===== src/rtl/x7seg_mux_n.sv =====
`default_nettype none
// ============================================================================
// Module   : x7seg_mux_n
// Purpose  : Multiplexed seven-segment driver for DIGITS common-anode hex
//            digits. Input values are latched once per frame, so a digit
//            never shows a mix of old and new data. Also provides per-digit
//            decimal points, leading-zero blanking and 16-level PWM
//            brightness.
//
// Parameters
//   DIGITS   : number of digits, 1..8
//   DIV_BITS : prescaler width; one digit slot lasts 2^DIV_BITS cycles (>= 4)
//
// Ports
//   clk      in   system clock, rising-edge
//   clr      in   synchronous active-high reset
//   x        in   4*DIGITS  hex value; nibble i drives digit i (0 = rightmost)
//   dp_in    in   DIGITS    decimal point request per digit, 1 = lit
//   blank_lz in   1         1 = suppress leading zeros
//   bright   in   4         brightness, 0 = 1/16 duty, 15 = full
//   a_to_g   out  7         segments, active-low, bit 6 = a .. bit 0 = g
//   dp       out  1         decimal point, active-low
//   an       out  DIGITS    digit enables, active-low, at most one low
//
// Revision : 1.0  initial release
// ============================================================================
module x7seg_mux_n #(
    parameter int DIGITS   = 4,
    parameter int DIV_BITS = 18
) (
    input  logic                  clk,
    input  logic                  clr,
    input  logic [4*DIGITS-1:0]   x,
    input  logic [DIGITS-1:0]     dp_in,
    input  logic                  blank_lz,
    input  logic [3:0]            bright,
    output logic [6:0]            a_to_g,
    output logic                  dp,
    output logic [DIGITS-1:0]     an
);

    // ------------------------------------------------------------------------
    // Constants
    // ------------------------------------------------------------------------
    // idx needs at least one bit even for a single-digit display.
    localparam int c_idx_w = (DIGITS > 1) ? $clog2(DIGITS) : 1;

    localparam logic [c_idx_w-1:0]  c_last_idx = c_idx_w'(DIGITS - 1);
    localparam logic [c_idx_w-1:0]  c_idx_one  = c_idx_w'(1);
    localparam logic [DIV_BITS-1:0] c_q_one    = DIV_BITS'(1);
    localparam logic [6:0]          c_seg_off  = 7'b1111111;

    // ------------------------------------------------------------------------
    // State
    // ------------------------------------------------------------------------
    logic [DIV_BITS-1:0]  r_q;      // prescaler / in-slot position
    logic [c_idx_w-1:0]   r_idx;    // digit currently being scanned
    logic [4*DIGITS-1:0]  r_sx;     // shadow copy of x for this frame
    logic [DIGITS-1:0]    r_sdp;    // shadow copy of dp_in for this frame
    logic                 r_init;   // set by reset, cleared by first load
    logic [6:0]           r_seg;
    logic                 r_dp;
    logic [DIGITS-1:0]    r_an;

    // ------------------------------------------------------------------------
    // Combinational signals
    // ------------------------------------------------------------------------
    logic                 w_tick;
    logic                 w_frame_end;
    logic                 w_on;
    logic [3:0]           w_nib;
    logic                 w_sdp_bit;
    logic                 w_zero_above;
    logic [DIGITS-1:0]    w_upper_zero;
    logic                 w_run_zero;
    logic [DIGITS-1:0]    w_an_sel;
    logic [6:0]           w_seg_dec;
    logic                 w_lz_blank;
    logic [6:0]           w_seg_next;
    logic                 w_dp_next;
    logic [DIGITS-1:0]    w_an_next;

    // End of a digit slot, and end of the last slot of the frame.
    assign w_tick      = &r_q;
    assign w_frame_end = w_tick && (r_idx == c_last_idx);

    // PWM: the digit is lit during the first (bright+1)/16 of its slot,
    // judged by the top four bits of the prescaler.
    assign w_on = (r_q[DIV_BITS-1 -: 4] <= bright);

    // ------------------------------------------------------------------------
    // Leading-zero detection: w_upper_zero[i] is set when shadow nibbles
    // i..DIGITS-1 are all zero. Built from the top digit downwards.
    // ------------------------------------------------------------------------
    always_comb begin
        w_upper_zero = '0;
        w_run_zero   = 1'b1;
        for (int i = DIGITS - 1; i >= 0; i--) begin
            w_run_zero      = w_run_zero && (r_sx[4*i +: 4] == 4'h0);
            w_upper_zero[i] = w_run_zero;
        end
    end

    // ------------------------------------------------------------------------
    // Select the per-digit data for the current scan index.
    // ------------------------------------------------------------------------
    always_comb begin
        w_nib        = 4'h0;
        w_sdp_bit    = 1'b0;
        w_zero_above = 1'b0;
        w_an_sel     = '1;
        for (int i = 0; i < DIGITS; i++) begin
            if (r_idx == c_idx_w'(i)) begin
                w_nib        = r_sx[4*i +: 4];
                w_sdp_bit    = r_sdp[i];
                w_zero_above = w_upper_zero[i];
                w_an_sel[i]  = 1'b0;
            end
        end
    end

    // ------------------------------------------------------------------------
    // Hex to active-low segment decode (bit 6 = a .. bit 0 = g).
    // ------------------------------------------------------------------------
    always_comb begin
        w_seg_dec = c_seg_off;
        case (w_nib)
            4'h0:    w_seg_dec = 7'b0000001;
            4'h1:    w_seg_dec = 7'b1001111;
            4'h2:    w_seg_dec = 7'b0010010;
            4'h3:    w_seg_dec = 7'b0000110;
            4'h4:    w_seg_dec = 7'b1001100;
            4'h5:    w_seg_dec = 7'b0100100;
            4'h6:    w_seg_dec = 7'b0100000;
            4'h7:    w_seg_dec = 7'b0001111;
            4'h8:    w_seg_dec = 7'b0000000;
            4'h9:    w_seg_dec = 7'b0000100;
            4'hA:    w_seg_dec = 7'b0001000;
            4'hB:    w_seg_dec = 7'b1100000;
            4'hC:    w_seg_dec = 7'b0110001;
            4'hD:    w_seg_dec = 7'b1000010;
            4'hE:    w_seg_dec = 7'b0110000;
            4'hF:    w_seg_dec = 7'b0111000;
            default: w_seg_dec = c_seg_off;
        endcase
    end

    // Digit 0 is never blanked so a zero value still shows a single "0".
    // A blanked digit keeps its anode and decimal point behaviour.
    assign w_lz_blank = blank_lz && (r_idx != '0) && w_zero_above;

    // ------------------------------------------------------------------------
    // Next output values.
    // ------------------------------------------------------------------------
    always_comb begin
        w_an_next  = '1;
        w_seg_next = c_seg_off;
        w_dp_next  = 1'b1;
        if (w_on) begin
            w_an_next  = w_an_sel;
            w_seg_next = w_lz_blank ? c_seg_off : w_seg_dec;
            w_dp_next  = ~w_sdp_bit;
        end
    end

    // ------------------------------------------------------------------------
    // Sequential logic.
    //
    // The first cycle after reset is a pure load cycle: the shadows capture
    // x/dp_in, while the prescaler and index hold and the outputs stay dark.
    // This way the following edge shows digit 0 of the freshly loaded value
    // for a full slot, instead of briefly showing the cleared shadow.
    // ------------------------------------------------------------------------
    always_ff @(posedge clk) begin
        if (clr) begin
            r_q    <= '0;
            r_idx  <= '0;
            r_sx   <= '0;
            r_sdp  <= '0;
            r_init <= 1'b1;
            r_an   <= '1;
            r_seg  <= c_seg_off;
            r_dp   <= 1'b1;
        end else if (r_init) begin
            r_sx   <= x;
            r_sdp  <= dp_in;
            r_init <= 1'b0;
            r_an   <= '1;
            r_seg  <= c_seg_off;
            r_dp   <= 1'b1;
        end else begin
            r_q <= r_q + c_q_one;

            if (w_tick) begin
                if (r_idx == c_last_idx) begin
                    r_idx <= '0;
                end else begin
                    r_idx <= r_idx + c_idx_one;
                end
            end

            // Shadow reload coincides with the index wrap, so the first
            // digit of the new frame already uses the new value.
            if (w_frame_end) begin
                r_sx  <= x;
                r_sdp <= dp_in;
            end

            r_an  <= w_an_next;
            r_seg <= w_seg_next;
            r_dp  <= w_dp_next;
        end
    end

    assign a_to_g = r_seg;
    assign dp     = r_dp;
    assign an     = r_an;

endmodule
`default_nettype wire


===== config.mk =====
export PLATFORM = sky130hd
export DESIGN_NAME = x7seg_mux_n
export DESIGN_NICKNAME = d
export VERILOG_FILES = /design/src/rtl/x7seg_mux_n.sv
export SDC_FILE = /design/constraint.sdc
export NUM_CORES = 1
export LEC_CHECK = 0
export BUFFER_PORTS_ARGS = -buffer_cell sky130_fd_sc_hd__buf_2
export CELL_PAD_IN_SITES_DETAIL_PLACEMENT = 1
export CELL_PAD_IN_SITES_GLOBAL_PLACEMENT = 2
export CORE_MARGIN = 2
export CORE_UTILIZATION = 34
export DETAILED_ROUTE_END_ITERATION = 8
export PLACE_DENSITY_LB_ADDON = 0.1
export SYNTH_ARGS = -nofsm -noshare
export SYNTH_HDL_FRONTEND = slang
export SYNTH_SLANG_ARGS = --single-unit

===== constraint.sdc =====
create_clock -name clk -period 2.5 [get_ports clk]
set_input_delay 0.25 -clock clk [delete_from_list [all_inputs] [get_ports clk]]
set_output_delay 0.25 -clock clk [all_outputs]
set_load 0.01 [all_outputs]

Word level (Yosys, flattened, before mapping)
Memories as Yosys holds them, arrays and structs flattened. A register that Yosys moved wholly into a read port is not among the register bits.
Cells that the tools add are included.
Word-level totals
  output and inout port bits: 12
  register bits: 46
  memory bits (read-only): 112
  memories: 1
  word-level logic and storage cells: 56
Cells by class
  equality and inequality tests: 3
  bitwise operators: 3
  $lt $le $gt $ge: 1
  $add $sub $neg: 2
  mux-type cells: 22
  reduce and logical (&&, ||, !) cells: 17
Memories
  (name not given): words 16, bits a word 7, rd ports 1, clocked after Yosys merged registers in 1, wr ports 0, RTL line 127  | case (w_nib)
Operators by type and width (number)
  $mux W16: 2
  $mux W4: 6
  $reduce_and A19 Y1: 1
  $add A18 B1 Y18 const B: 1
  $reduce_and A18 Y1: 1
  $logic_not A4 Y1: 4
  $mux W1: 13
  $logic_and A1 B1 Y1: 6
  $eq A2 B2 Y1 const B: 2
  $le A4 B4 Y1: 1
  $reduce_bool A2 Y1: 2
  $reduce_or A4 Y1: 1
  $not A1 Y1: 3
  $reduce_or A3 Y1: 1
  $add A2 B1 Y2 const B: 1
  $eq A2 B1 Y1 const B: 1
  $logic_not A2 Y1: 1
  $mux W2: 1

Logic depth before layout (Yosys ltp)
Gate-level depths: netlist (run 1).
  word-level depth: 10
  mapped depth: 11
  depth with buffers taken out: 10

Worst setup path after synthesis (run 1)
OpenSTA, ideal clock, no wires.
  path type: register to register
  start point: register r_idx[1]
  end point: register r_seg[3] (netlist: a_to_g[3])
  path slack: 0.258 ns
  arrival: 2.101 ns
  library setup time: 0.141 ns
  stages on the path, launching flop included: 12
  data required time: 2.359 ns
  cells stage by stage: dfxtp_1 inv_1 ha_1 buf_6 nand3b_1 a221oi_1 inv_1 ha_1 inv_1 mux2i_1 mux2i_1 nand2_1
On the way
  cells in the longest elaborated chain, start to end: 7
  elaborated cells between the ends (all ways): 16
  those cells by class: 3 x eq/ne; 8 x mux; 5 x reduce/logical
Ends and longest elaborated chain
  start: declaration: RTL line 57  | logic [c_idx_w-1:0] r_idx;
  start signal: assignment: RTL line 198  | r_idx <= r_idx + c_idx_one;
  $logic_not A2 Y1: RTL line 113  | if (r_idx == c_idx_w'(i)) begin
  $mux W1 (4 in a row): RTL line 113
  $logic_and A1 B1 Y1: RTL line 150  | assign w_lz_blank = blank_lz && (r_idx != '0) && w_zero_above;
  $reduce_or A4 Y1 (no line)
  end: declaration: RTL line 61  | logic [6:0] r_seg;
Several ways; a longest one is shown, not always the timed one.
A chain may end at the register's enable or synchronous reset.

Worst setup path after layout (run 1)
  start point: register r_idx[0]
  end point: register r_seg[3] (netlist: a_to_g[3])
The elaborated chain is that of the path after synthesis.

==> implementation parameters, run 1 <==
Parameter                              Value

Cells and area
  Multi-input gate area    1370 um2
  Footprint of the flip-flops and latches    around 1100 um2
  Number of nets in the final layout    380
  Share of post-route cells with drive strength above 1    18.6%
  Number of inserted filler cells in the final layout    916
  Synth-to-layout area growth    14.1%
  Number of inserted diodes    0

Synthesis
  Sequential share of the synthesized area    41.1%
  Top cell type by total area after synthesis    sky130_fd_sc_hd__dfxtp_1
  Number of warnings printed during yosys synthesis    0
  Area share of the largest cell type after synthesis    41.1%
  Mapped Area    2580 um2
  Ys flop type    sky130_fd_sc_hd__dfxtp_1
  Top cells by instance count after synthesis    61 x sky130_fd_sc_hd__nand2_1, 53 x sky130_fd_sc_hd__dfxtp_1, 28 x sky130_fd_sc_hd__a21oi_1, 22 x sky130_fd_sc_hd__nor2_1, 15 x sky130_fd_sc_hd__ha_1
  Cell with the most instances after synthesis    sky130_fd_sc_hd__nand2_1
  Number of standard cells after synthesis    302
  Mean cell area of the mapped netlist    between 8 and 9 um2
  Fraction of registers with async set/reset    0%
  Post-synth EDFFs    0
  Synth top area cells    sky130_fd_sc_hd__dfxtp_1 41%, sky130_fd_sc_hd__nand2_1 8.9%, sky130_fd_sc_hd__ha_1 7.3%
  Flops & latches, synth    53
  Synthesized net count    around 340
  Number of distinct library cells after synthesis    42

Hold path
  Worst min path class    in2reg
  Worst hold path cell count    3
  Source of the worst hold timing path    x[10]
  Worst min-delay path endpoint    r_sx[10]

Clocking
  Root buffer selected by CTS    sky130_fd_sc_hd__clkbuf_8
  CTS H-Tree Depth    2
  CTS tree    yes
  CTS max path bufs    2
  Source-to-sink clock delay at the later pin of the worst-skew pair    310 ps
  Hold Buf Count CTS    0
  Clock sinks    53
  Worst-path clk slew    about 100 ps
  TritonCTS Buffers    5

STA
  Measured slew at the worst slew-check pin    535 ps
  Count of endpoints failing setup in the final report    0
  Share of the clock period used by the worst path    roughly nine tenths
  Hold Fails Final Rpt    0
  Setup repair after global routing missed its margin    false
  Post-Route Skew    4.56 ps
  Max Transition Viols Final    0
  Fmax achieved    436 MHz
  Final critical-path required period    2290 ps
  Slew headroom    64.3%
  Slack of the critical path    slightly above 200 ps
  Sum Neg Setup Slack    0 ps

Routing
  Number of detailed-route iterations in the first pass    4
  Post-route antenna net violation count    0
  Total Wirelength    5.96 mm
  Number of design-rule violations left by the first detailed-router iteration    72
  Wire length per cell    about 14 um
  Via Count    2,084
  Post-route DRC    0
  Per-cell via count in the routed design    4.76

Power
  Power per unit of standard cell area    541 nW/um2
  Power share of the sequential group    56.3%
  Combinational fraction of design power    10.2%
  Cell internal power dissipation    about 1200 uW
  Switching part of the total power    ~25%
  Static leakage    0.00118 uW
  Switching power total    between 300 and 400 uW
  Max IR drop VDD    0.000193 V
  Proportion of power drawn by the clock network    roughly a third

Global routing
  Wire length of the first global-routing pass    10.2 mm
  Total congestion overflow after global routing    0
  Number of global-route vias before repair    2,079
  Initial antenna violation count    0
  Gr usage total    15.2%
  Pin count of the biggest net entering global routing    29

Floorplan
  Die outline width    91.2 um
  I/O pin count    39
  Placeable core area    roughly 7300 um2
  Vertical die dimension    91.2 um
  Starting density of the core    between 30% and 40%
  Number of placement rows    31
  DIE AREA    8310 um2

Setup path
  Cell count of the worst reg-to-reg path    9
  Worst-case register-to-register setup slack    ~210 ps
  Maximum fanout along the worst path    12
  Worst Setup Start Kind    register
  Data arrival time at the worst-slack endpoint    2500 ps
  Capture point of the worst reg-to-reg path    a_to_g[3]
  Sort of element at the end of the critical path    register
  Required time of the critical path    2710 ps
  Critical path type    reg2reg
  Start of the worst register-to-register path    r_idx[0]

Placed design
  Routability congestion estimate    0.738
  Worst Setup Slack post-DPL    177 ps
  Detailed Place HPWL    4.45 mm
  IO buf count    38

Outcome
  Result of the run    complete, no violations

Job
  Max-cap violation count    0
-- metal layers --
metal,global-route usage [%],vias to the layer above,wire (um)
met4,5.68,0,95
met2,22.4,36,2400
li1,-,1091,-
met1,22.1,949,3250
met5,0,-,0
met3,2.57,8,215
-- state kept, by name, indices dropped and copies added (netlist names) --
| signal | cells |
|---|---|
| r_init | 1 |
| dp | 1 |
| r_sx | 16 |
| r_q | 18 |
| an | 4 |
| r_sdp | 4 |
| a_to_g | 7 |
| r_idx | 2 |
-- placed cells by master, fill, tap and decap left out, types with 5 or more instances in the layout --
cell and n:
sky130_fd_sc_hd__nand3b_1 5, sky130_fd_sc_hd__inv_1 13, sky130_fd_sc_hd__buf_4 7, sky130_fd_sc_hd__nor2_1 22
sky130_fd_sc_hd__nand2_1 61, sky130_fd_sc_hd__dfxtp_1 53, sky130_fd_sc_hd__mux2i_1 6, sky130_fd_sc_hd__a21oi_1 28
sky130_fd_sc_hd__nand3_1 14, sky130_fd_sc_hd__ha_1 14, sky130_fd_sc_hd__buf_2 38, sky130_fd_sc_hd__clkbuf_8 7
sky130_fd_sc_hd__xor2_1 13
-- critical path, stage by stage, from the launching register on --
cell	delay (ps)
sky130_fd_sc_hd__dfxtp_1	360
sky130_fd_sc_hd__inv_1	100
sky130_fd_sc_hd__ha_1	440
sky130_fd_sc_hd__nor3b_1	270
sky130_fd_sc_hd__a211o_1	250
sky130_fd_sc_hd__inv_1	100
sky130_fd_sc_hd__ha_1	230
sky130_fd_sc_hd__mux2_2	260
sky130_fd_sc_hd__mux2i_1	130
sky130_fd_sc_hd__nand2_1	60
-- per-stage QoR --
step	total power [uW]	area (um2)	utilization, %	hold slack, ps	instances
floorplan	1020	2580	-	278	302
global placement	1080	2840	39.0	443	430
detailed placement	1080	2840	39.0	456	430
CTS	1630	2940	40.4	162	438
global route	1690	2950	40.4	172	438
finish	1590	2950	40.4	171	438
-- final cells by class --
cell class	count	share of cell area, %
Clock inverter	1	0.170
Multi-Input combinational cell	220	46.4
Tap cell	99	4.21
Clock buffer	7	3.27
Sequential cell	53	36.0
Timing Repair Buffer	45	8.24
Inverter	13	1.66
-- power by group through the flow --
stage / combinational (uW) / clock (uW) / sequential, uW
2_1_floorplan: 107 / 0 / 913
3_5_place_dp: 165 / 0 / 917
3_3_place_gp: 165 / 0 / 917
5_1_grt: 185 / 599 / 902
6_report: 162 / 535 / 897
4_1_cts: 166 / 562 / 898
-- how the worst max path moves through the flow --
stage / start / endpoint / slack, ps
3_3_place_gp: r_idx[0] / a_to_g[3] / 270
5_1_grt: r_idx[0] / a_to_g[3] / 4
3_5_place_dp: r_idx[0] / a_to_g[3] / 180
2_1_floorplan: r_idx[1] / a_to_g[3] / 260
6_report: r_idx[0] / a_to_g[3] / 210
4_1_cts: r_idx[0] / a_to_g[3] / 160
-- cell families after synthesis --
kind of cell / after synthesis / share of synthesized area [%]
simple gates: 135 / 26.1
flops: 53 / 41.1
compound gates: 47 / 11.3
buf+inv: 29 / 6.06
xor+xnor: 16 / 5.43
fa+ha+maj: 15 / 7.27
mux: 7 / 2.76
-- repair_timing --
| action | CTS | global route |
|---|---|---|
| endpoints found under the hold margin | 0 | 0 |
| gates resized for setup | 0 | 1 |
| endpoints found under the setup margin | 0 | 17 |
| buffers inserted | 0 | 0 |
(Power assumes the default switching activity.)
==> inputs of run 2 (changes only) <==
ABC_AREA = 1   (was not set)
CORE_UTILIZATION = 32   (was 34)
==> implementation parameters, run 2 <==
Parameter                              Value

Floorplan
  DIE AREA    around 10000 um2
  Number of placement rows    35
  Placeable core area    9110 um2
  I/O pin count    39
  Starting density of the core    32.4%
  Vertical die dimension    100 um
  Die outline width    100 um

Clocking
  Post-cts resize count    0
  Worst-path clk slew    100 ps
  CTS H-Tree Depth    2
  Number of buffers inserted to repair setup after CTS    0
  TritonCTS Buffers    5
  CTS max path bufs    2
  Root buffer selected by CTS    sky130_fd_sc_hd__clkbuf_8
  Clock sinks    53
  CTS tree    yes
  Source-to-sink clock delay at the later pin of the worst-skew pair    300 ps
  Hold Buf Count CTS    0

Setup path
  Data arrival time at the worst-slack endpoint    2360 ps
  Required time of the critical path    2680 ps
  Worst Setup Start Kind    register
  Critical path type    reg2reg
  Maximum fanout along the worst path    8
  Worst-case register-to-register setup slack    320 ps
  Startpoint of the most critical setup path    r_idx[0]
  Capture point of the worst reg-to-reg path    a_to_g[3]
  Start of the worst register-to-register path    r_idx[0]
  Sort of element at the end of the critical path    register
  Cell count of the worst reg-to-reg path    12

Global routing
  Pin count of the biggest net entering global routing    41
  Total congestion overflow after global routing    0
  Number of global-route vias before repair    between 2,000 and 3,000
  Gr usage total    16.2%
  Initial antenna violation count    0
  Wire length of the first global-routing pass    between 10 and 15 mm

Routing
  Number of detailed-route iterations in the first pass    4
  Total Wirelength    7.51 mm
  Post-route antenna net violation count    0
  Wire length per cell    13.1 um
  Via Count    about 2,700
  Post-route DRC    0
  Number of design-rule violations left by the first detailed-router iteration    56
  Per-cell via count in the routed design    4.75

Synthesis
  Top cell type by total area after synthesis    sky130_fd_sc_hd__dfxtp_1
  Cell with the most instances after synthesis    sky130_fd_sc_hd__nand2_1
  Synth top area cells    sky130_fd_sc_hd__dfxtp_1 36%, sky130_fd_sc_hd__nand2_1 13%, sky130_fd_sc_hd__a21oi_1 7.1%
  Synthesized net count    471
  Mapped Area    2950 um2
  Sequential share of the synthesized area    between 30% and 40%
  Post-synth EDFFs    0
  Mean cell area of the mapped netlist    6.87 um2
  Area share of the largest cell type after synthesis    a little over a third
  Ys flop type    sky130_fd_sc_hd__dfxtp_1
  Number of distinct library cells after synthesis    31
  Fraction of registers with async set/reset    0%
  Top cells by instance count after synthesis    102 x sky130_fd_sc_hd__nand2_1, 55 x sky130_fd_sc_hd__inv_1, 53 x sky130_fd_sc_hd__dfxtp_1, 52 x sky130_fd_sc_hd__nor2_1, 42 x sky130_fd_sc_hd__a21oi_1
  Flops & latches, synth    between 50 and 60
  Number of standard cells after synthesis    429
  Number of warnings printed during yosys synthesis    0

Job
  Max-cap violation count    0

STA
  Count of endpoints failing setup in the final report    0
  WHS    approximately 160 ps
  Setup repair after global routing missed its margin    false
  Slew headroom    61.0%
  Fmax achieved    459 MHz
  Hold Fails Final Rpt    0
  Measured slew at the worst slew-check pin    579 ps
  Sum Neg Setup Slack    0 ps
  Share of the clock period used by the worst path    87.1%
  Max Transition Viols Final    0
  Post-Route Skew    roughly 7.0 ps
  Final critical-path required period    approximately 2200 ps

Power
  Power share of the sequential group    54.6%
  Switching part of the total power    26.5%
  Power per unit of standard cell area    499 nW/um2
  Max IR drop VDD    between 0.00015 and 0.0002 V
  Combinational fraction of design power    12.8%
  Proportion of power drawn by the clock network    32.6%
  Static leakage    0.00157 uW
  Switching power total    437 uW
  Cell internal power dissipation    1210 uW

Placed design
  Post-DP Area    between 3000 and 4000 um2
  IO buf count    38
  Cell count after placement    567
  Detailed Place HPWL    5.83 mm
  Routability congestion estimate    0.788

Cells and area
  Design area    3300 um2
  Synth-to-layout area growth    12.1%
  Share of post-route cells with drive strength above 1    between 10% and 20%
  Number of inserted diodes    0
  Number of flip-flops in the largest register    18
  Number of nets in the final layout    505
  Non-Filler Instances    575
  Top library cells by usage in the layout, fill and taps aside    102 x sky130_fd_sc_hd__nand2_1, 55 x sky130_fd_sc_hd__inv_1, 53 x sky130_fd_sc_hd__dfxtp_1
  Top register by number of flip-flops    r_q
  Fin util    36.3%
  Most common library cell in the layout ignoring fill and taps    sky130_fd_sc_hd__nand2_1

Hold path
  Worst min path class    in2reg
  Worst hold path cell count    3
  Worst min-delay path endpoint    r_sx[6]
  Source of the worst hold timing path    x[6]

Outcome
  Result of the run    complete, no violations
[run 2: how the worst max path moves through the flow]
stage / slack (ps) / to / cells past startpoint
after floorplan: 590 / a_to_g[3] / 13
after global placement: 420 / a_to_g[3] / 12
after detailed placement: 330 / a_to_g[3] / 12
after CTS: 330 / a_to_g[3] / 12
after global routing: 60 / a_to_g[3] / 12
final: 320 / a_to_g[3] / 12
[run 2: routing by layer]
metal  share of wire, %  GRT usage (%)  wire [um]  vias to the layer above
met4               0.91           3.27         68                        0
met5                  0              0          0                        -
met3                2.3           2.58        169                        6
li1                   -              -          -                     1424
met1                 47           20.1       3500                     1272
met2                 50           29.6       3780                       29
[run 2: through the flow]
stage,worst slack (ps),power (uW)
after floorplan,594,1060
after global placement,419,1130
after detailed placement,326,1140
after CTS,327,1680
after global routing,58.4,1760
final,323,1650
[run 2: kinds of logic (layout without fill, tap and decap cells)]
logic type	count (synthesis)	count (layout)	synth area share, %
flip-flops	53	53	36.0
AND/OR/NAND/NOR	222	222	34.8
AO/OA/AOI/OAI	62	62	11.1
XOR/XNOR	1	1	0.297
adder cells (fa/ha/maj)	15	15	6.37
buffers and inverters	76	111	11.5
[run 2: cell type report]
type / instances / area [um2]
clock buffer: 7 / 96.3
clock inverter: 1 / 5.00
fill: 1185 / 5810
inverter: 60 / 225
multi-input combinational: 300 / 1550
sequential: 53 / 1060
tap: 111 / 139
timing repair buffer: 43 / 228
[run 2: power groups by stage]
stage                     combinational, uW  clock [uW]  sequential, uW
after floorplan                         143           0             917
after global placement                  210           0             921
after detailed placement                215           0             921
after CTS                               216         566             901
after global routing                    248         605             905
final                                   211         539             900
[run 2: worst max-delay path: stages (launching register included)]
cell	delay, ps
sky130_fd_sc_hd__dfxtp_1	400
sky130_fd_sc_hd__inv_1	80
sky130_fd_sc_hd__ha_1	300
sky130_fd_sc_hd__inv_1	160
sky130_fd_sc_hd__nand3_1	140
sky130_fd_sc_hd__nand2_1	90
sky130_fd_sc_hd__o21ai_0	220
sky130_fd_sc_hd__ha_1	400
sky130_fd_sc_hd__inv_1	50
sky130_fd_sc_hd__nand2_1	60
sky130_fd_sc_hd__nand2_1	50
sky130_fd_sc_hd__nand2_1	50
sky130_fd_sc_hd__nand3_1	70
